## src/rtl/input_sync_debounce.sv

```systemverilog
// Multi-channel input synchroniser + debouncer with edge pulses and sticky event flags.
// Define INPUT_SYNC_SIM_BYPASS_EN to replace sync/debounce with a combinational pass-through.
module input_sync_debounce #(
   parameter int unsigned WIDTH           = 4,
   parameter int unsigned SYNC_STAGES     = 2,
   parameter int unsigned DEBOUNCE_CYCLES = 16
) (
   input  logic             clk,
   input  logic             reset,
   input  logic [WIDTH-1:0] in,
   output logic [WIDTH-1:0] level_out,
   output logic [WIDTH-1:0] rise,
   output logic [WIDTH-1:0] fall,
   output logic [WIDTH-1:0] evt_pending,
   input  logic [WIDTH-1:0] evt_clr
);

   if (SYNC_STAGES < 2 || DEBOUNCE_CYCLES < 1) begin : g_param_check
      $error("input_sync_debounce: SYNC_STAGES must be >= 2 and DEBOUNCE_CYCLES >= 1");
   end

   logic [WIDTH-1:0] rise_d;
   logic [WIDTH-1:0] fall_d;
   logic [WIDTH-1:0] evt_d;

`ifdef INPUT_SYNC_SIM_BYPASS_EN

   logic [WIDTH-1:0] prev_q;

   always_ff @(posedge clk) begin
      if (reset) begin
         prev_q <= '0;
      end else begin
         prev_q <= in;
      end
   end

   always_comb begin
      rise_d = in & ~prev_q;
      fall_d = ~in & prev_q;
   end

   assign level_out = in;
   assign rise      = rise_d;
   assign fall      = fall_d;

`else

   localparam int unsigned CW = $clog2(DEBOUNCE_CYCLES + 1);
   localparam logic [CW-1:0] CntLast = CW'(DEBOUNCE_CYCLES - 1);

   logic [WIDTH-1:0] sync_q [SYNC_STAGES];
   logic [CW-1:0]    cnt_q  [WIDTH];
   logic [CW-1:0]    cnt_d  [WIDTH];
   logic [WIDTH-1:0] sync;
   logic [WIDTH-1:0] level_d;

   // Count only while the synchronised value disagrees; any agreeing cycle restarts.
   always_comb begin
      sync    = sync_q[SYNC_STAGES-1];
      level_d = level_out;
      for (int c = 0; c < int'(WIDTH); c++) begin
         cnt_d[c] = '0;
         if (sync[c] != level_out[c]) begin
            if (cnt_q[c] == CntLast) begin
               level_d[c] = sync[c];
            end else begin
               cnt_d[c] = cnt_q[c] + 1'b1;
            end
         end
      end
      rise_d = level_d & ~level_out;
      fall_d = ~level_d & level_out;
   end

   always_ff @(posedge clk) begin
      if (reset) begin
         for (int s = 0; s < int'(SYNC_STAGES); s++) begin
            sync_q[s] <= '0;
         end
         for (int c = 0; c < int'(WIDTH); c++) begin
            cnt_q[c] <= '0;
         end
         level_out <= '0;
         rise      <= '0;
         fall      <= '0;
      end else begin
         sync_q[0] <= in;
         for (int s = 1; s < int'(SYNC_STAGES); s++) begin
            sync_q[s] <= sync_q[s-1];
         end
         for (int c = 0; c < int'(WIDTH); c++) begin
            cnt_q[c] <= cnt_d[c];
         end
         level_out <= level_d;
         rise      <= rise_d;
         fall      <= fall_d;
      end
   end

`endif

   // A new edge outranks a simultaneous clear request.
   always_comb begin
      evt_d = (evt_pending & ~evt_clr) | rise_d | fall_d;
   end

   always_ff @(posedge clk) begin
      if (reset) begin
         evt_pending <= '0;
      end else begin
         evt_pending <= evt_d;
      end
   end

endmodule

```

## config.mk

```make
export PLATFORM = sky130hd
export DESIGN_NAME = input_sync_debounce
export DESIGN_NICKNAME = d
export VERILOG_FILES = /design/src/rtl/input_sync_debounce.sv
export SDC_FILE = /design/constraint.sdc
export NUM_CORES = 1
export LEC_CHECK = 0
export CAP_MARGIN = 15
export CORE_MARGIN = 2
export CORE_UTILIZATION = 45
export DETAILED_ROUTE_END_ITERATION = 7
export PLACE_DENSITY = 0.71
export SETUP_SLACK_MARGIN = 0.4
export SLEW_MARGIN = 30
export SYNTH_ARGS = -nofsm -noshare
export SYNTH_HDL_FRONTEND = slang
export SYNTH_SLANG_ARGS = --single-unit
```

## constraint.sdc

```tcl
create_clock -name clk -period 1.5 [get_ports clk]
set_input_delay 0.3 -clock clk [delete_from_list [all_inputs] [get_ports clk]]
set_output_delay 0.3 -clock clk [all_outputs]
set_load 0.02 [all_outputs]
```

* After elaboration in Yosys (flattened, before gate mapping) *
Memories as Yosys holds them, arrays and structs flattened.
Cells that the tools add are included.
W data, S select, Z words.

storage, ports and cells
  flip-flop bits (word level) = 16
  RAM bits = 28
  input bits = 10
  output and inout port bits = 16
  logic and storage cells = 57
  memories kept = 2

cells by class
  add/sub/neg operators = 4
  eq/ne operators = 8
  multiplexer cells = 25
  bitwise gates (word level) = 14

memory list
  memory  depth  width  rd ports  clocked after memory_dff  write ports  RTL line  RTL
  cnt_q   4      5      4         0                         4            53        logic [CW-1:0] cnt_q [WIDTH];
  sync_q  2      4      2         0                         2            52        logic [WIDTH-1:0] sync_q [SYNC_STAGES];

operators by type and width
  cell                   count
  $mux W5                12
  $add A5 B1 Y5 const B  4
  $eq A5 B4 Y1 const B   4
  $and A4 B4 Y4          3
  $not A4 Y4             3
  $mux W1                11
  $mux W4                2
  $or A4 B4 Y4           2
  $or A1 B1 Y1           6
  $ne A1 B1 Y1           4

* Longest topological paths before layout *
  word-level depth = 6
  mapped depth = 6
  gate-level depth less buffers = 6

* Least setup slack after synthesis *
Ideal clock, no wire load.

  path type = register to register
  start point = memory cnt_q[1][0] in the netlist's numbering
  end point = memory cnt_q[1][2] in the netlist's numbering
  library setup time = 0.064 ns
  data arrival time = 1.389 ns
  data required time = 1.436 ns
  path slack = 0.047 ns
  stages on the path, launching flop included = 6
  buffers on the path = 0
  period minus slack after synthesis = 1.453 ns
  cells stage by stage = dfxtp_1 -> ha_1 -> and3_1 -> ha_1 -> or3_4 -> nor2_1

RTL lines
  item             RTL line
  start, declared  53

==> run_results.csv <==
group,metric,value,unit
sta,fin_ws,163,ps
placement,dpl_worst_slack,16.4,ps
die,core-area,3280,µm²
setup_path,crit_family,"simple AND/OR/NAND/NOR gates",
placement,dp_hpwl,1.76,mm
final_layout,nets,212,
final_layout,fillCellCount,250,
clocking,htreeDepth,2,
setup_path,endpoint_kind,"register",
clocking,cts_tree,"done",
yosys,syn_area,1510,µm²
setup_path,startpoint_type,"register",
clocking,ctsHoldBuffers,0,
sta,fin_tns_setup,0,ps
setup_path,path_max_fanout,5,
placement,numPortBuffers,25,
yosys,syn-mean-instance-area,10.6,µm²
hold_path,hp-class,"register to register",
die,die_h,61.9,µm
run,maxCapViolCount,0,
yosys,postSynthCellCount,143,
global_routing,grt_pass1_vias,1035,
setup_path,r2r_cells,5,
setup_path,timing.rr.start,"cnt_q[1][0]",
hold_path,hold_depth,1,
sta,hold_viol_final,0,
clocking,cts.sinks,44,
hold_path,whs_endpoint,"sync_q[0][6]",
sta,finalCritPeriodShare,89.2,%
clocking,cts_buffers,5,
sta,worst_clock_skew,4.11,ps
pwr,p_leak,0.000899,µW
setup_path,critPathKind,"register to register",
die,io_pins,26,
final_layout,drive_above_1_share,55.7,%
die,die_w,61.9,µm
drt,drc,0,
setup_path,critPathMaxStageDelay,370,ps
sta,drv_slew,0,
final_layout,diodes,0,
setup_path,cp.required,1790,ps
pwr,vdd_drop_max,573,µV
sta,setup_viol,0,
clocking,clock_latency,340,ps
final_layout,syn_to_final_growth,55.3,%
sta,rsz0062_at_grt,"true",
drt,wirelength,2.73,mm
status,status,"finished clean",
yosys,ys_types,19,
die,rows,21,
final_layout,multi_input_area,851,µm²
global_routing,grt_start_max_net_pins,14,
global_routing,gr-total-overflow,0,
sta,finalCriticalPeriod,1340,ps
die,dieArea,3840,µm²
final_layout,ff_latch_area,921,µm²
setup_path,cp.arrival,1630,ps
drt,via_count,1107,
sta,slew_headroom,78.4,%
setup_path,rrSetupSlack,160,ps
yosys,synth_fp_nets,161,
yosys,synth_warnings,0,
yosys,ys_seq_elements,44,
pwr,cellPowerDensity,757,nW/µm²
hold_path,worstHoldStart,"sync_q[0][2]",
placement,place_congestion,0.625,
setup_path,cp_common_cell,"ha_4",
drt,wl_per_cell,11.4,µm
drt,drtIter0Drc,14,
setup_path,critical_path_buf_inv_count,0,
setup_path,crit_chain,"ha_4, and3_4, ha_4, or3_4, nor2_2",
yosys,ys_seq_area_share,58.3,%
clocking,root_buffer,"clkbuf_4",
global_routing,grtUsageTotal,15.5,%
drt,first_pass_iters,2,
clocking,cts_max_path_buffers,2,
clocking,clkSlewWorstSetupHoldPaths,110,ps
global_routing,grt_antenna_before_repair,0,
drt,ant_nets,0,
sta,max_freq,748,MHz
sta,tightest_slew,323,ps
drt,drt-vias-per-instance,4.61,
die,start_util,46.0,%
setup_path,cp_slowest_cell,"or3_4",
global_routing,grt_pass1_wl,4.30,mm
setup_path,worstReg2RegEnd,"cnt_q[1][1]",
-- cell families after synthesis --
family	share of synthesized area [%]
simple gates	21.1
flops	58.3
xor+xnor	6.96
compound gates	1.82
buf+inv	2.49
mux	2.65
fa+ha+maj	6.63
-- placed cells by master, fill, tap and decap left out, types with 2 or more instances in the layout --
| cell type | n |
|---|---|
| clkdlybuf4s50_1 | 9 |
| nor2_2 | 8 |
| nor3b_2 | 4 |
| nand3_1 | 4 |
| buf_6 | 19 |
| nor2_4 | 2 |
| dfxtp_2 | 20 |
| nor2_1 | 16 |
| inv_1 | 8 |
| mux2i_1 | 2 |
| and3_4 | 4 |
| nor3_2 | 2 |
| or3_4 | 2 |
| buf_4 | 18 |
| dfxtp_4 | 4 |
| ha_4 | 8 |
| nand2_2 | 2 |
| dfxtp_1 | 20 |
| nor2b_1 | 10 |
| clkbuf_4 | 5 |
| xnor2_1 | 6 |
| and3_1 | 2 |
| nand2b_4 | 2 |
| xor2_1 | 6 |
| a21oi_2 | 2 |
-- metal layers --
layer  up-vias  global-route usage, %  wire length [µm]
li1        567                      -                 -
met1       519                   17.2              1080
met2        16                   26.6              1480
met3         5                   6.00               127
met4         0                   6.38                41
met5         -                      0                 0
-- state kept, by name (all words and copies together), names as in the netlist --
register     flops
rise             4
fall             4
evt_pending      4
cnt_q           20
level_out        4
sync_q           8
-- power breakdown --
part	total [µW]	internal [µW]	switching (µW)
combinational	79.9	47.6	32.3
sequential	1180	1170	10.6
clock	511	173	338
total	1780	1390	381
-- cell type report --
type,count,area share (%)
timing repair buffer,46,18.7
clock inverter,1,0.213
tap,46,2.45
multi-input combinational,89,36.3
clock buffer,6,1.76
inverter,8,1.28
sequential,44,39.3
-- cells in the mapped netlist --
cell type | n | area, µm²
dfxtp_1 | 44 | 881
nand2_1 | 3 | 11.3
nor3_1 | 3 | 15.0
nand3_1 | 4 | 20.0
xor2_1 | 6 | 52.6
mux2i_1 | 4 | 40.0
inv_1 | 8 | 30.0
nor4bb_1 | 1 | 10.0
nand2b_1 | 2 | 12.5
nor2b_1 | 10 | 62.6
and3_1 | 6 | 37.5
xnor2_1 | 6 | 52.6
or3_4 | 2 | 22.5
ha_1 | 8 | 100
a21oi_1 | 2 | 10.0
nor3b_1 | 4 | 30.0
o32ai_1 | 2 | 17.5
clkbuf_1 | 2 | 7.51
nor2_1 | 26 | 97.6
-- worst max path at each step --
stage / depth (start not counted) / slack, ps / startpoint / endpoint
6_report: 5 / 160 / cnt_q[1][0] / cnt_q[1][1]
5_1_grt: 5 / 120 / cnt_q[1][0] / cnt_q[1][3]
4_1_cts: 5 / 160 / cnt_q[1][0] / cnt_q[1][1]
3_5_place_dp: 3 / 20 / reset / cnt_q[2][0]
3_3_place_gp: 3 / 30 / reset / cnt_q[1][0]
2_1_floorplan: 5 / 190 / cnt_q[1][0] / cnt_q[1][0]
-- stage by stage --
step | utilization, % | total power [µW] | area [µm²] | hold slack (ps) | instances
final | 71.4 | 1780 | 2340 | 452 | 240
after global routing | 71.4 | 1860 | 2340 | 457 | 240
after CTS | 67.8 | 1800 | 2230 | 454 | 234
after detailed placement | 60.4 | 1290 | 1980 | 426 | 215
after global placement | 60.4 | 1280 | 1980 | 418 | 215
after floorplan | - | 1250 | 1660 | 412 | 143
-- repair_timing --
action / 4_1_cts / 5_1_grt
setup buffers: 12 / 6
pin swaps: 17 / 2
setup endpoints to repair: 52 / 52
endpoints found under the hold margin: 0 / 0
resized for setup: 125 / 20
Note: power is estimated with default switching activity, not from simulation.
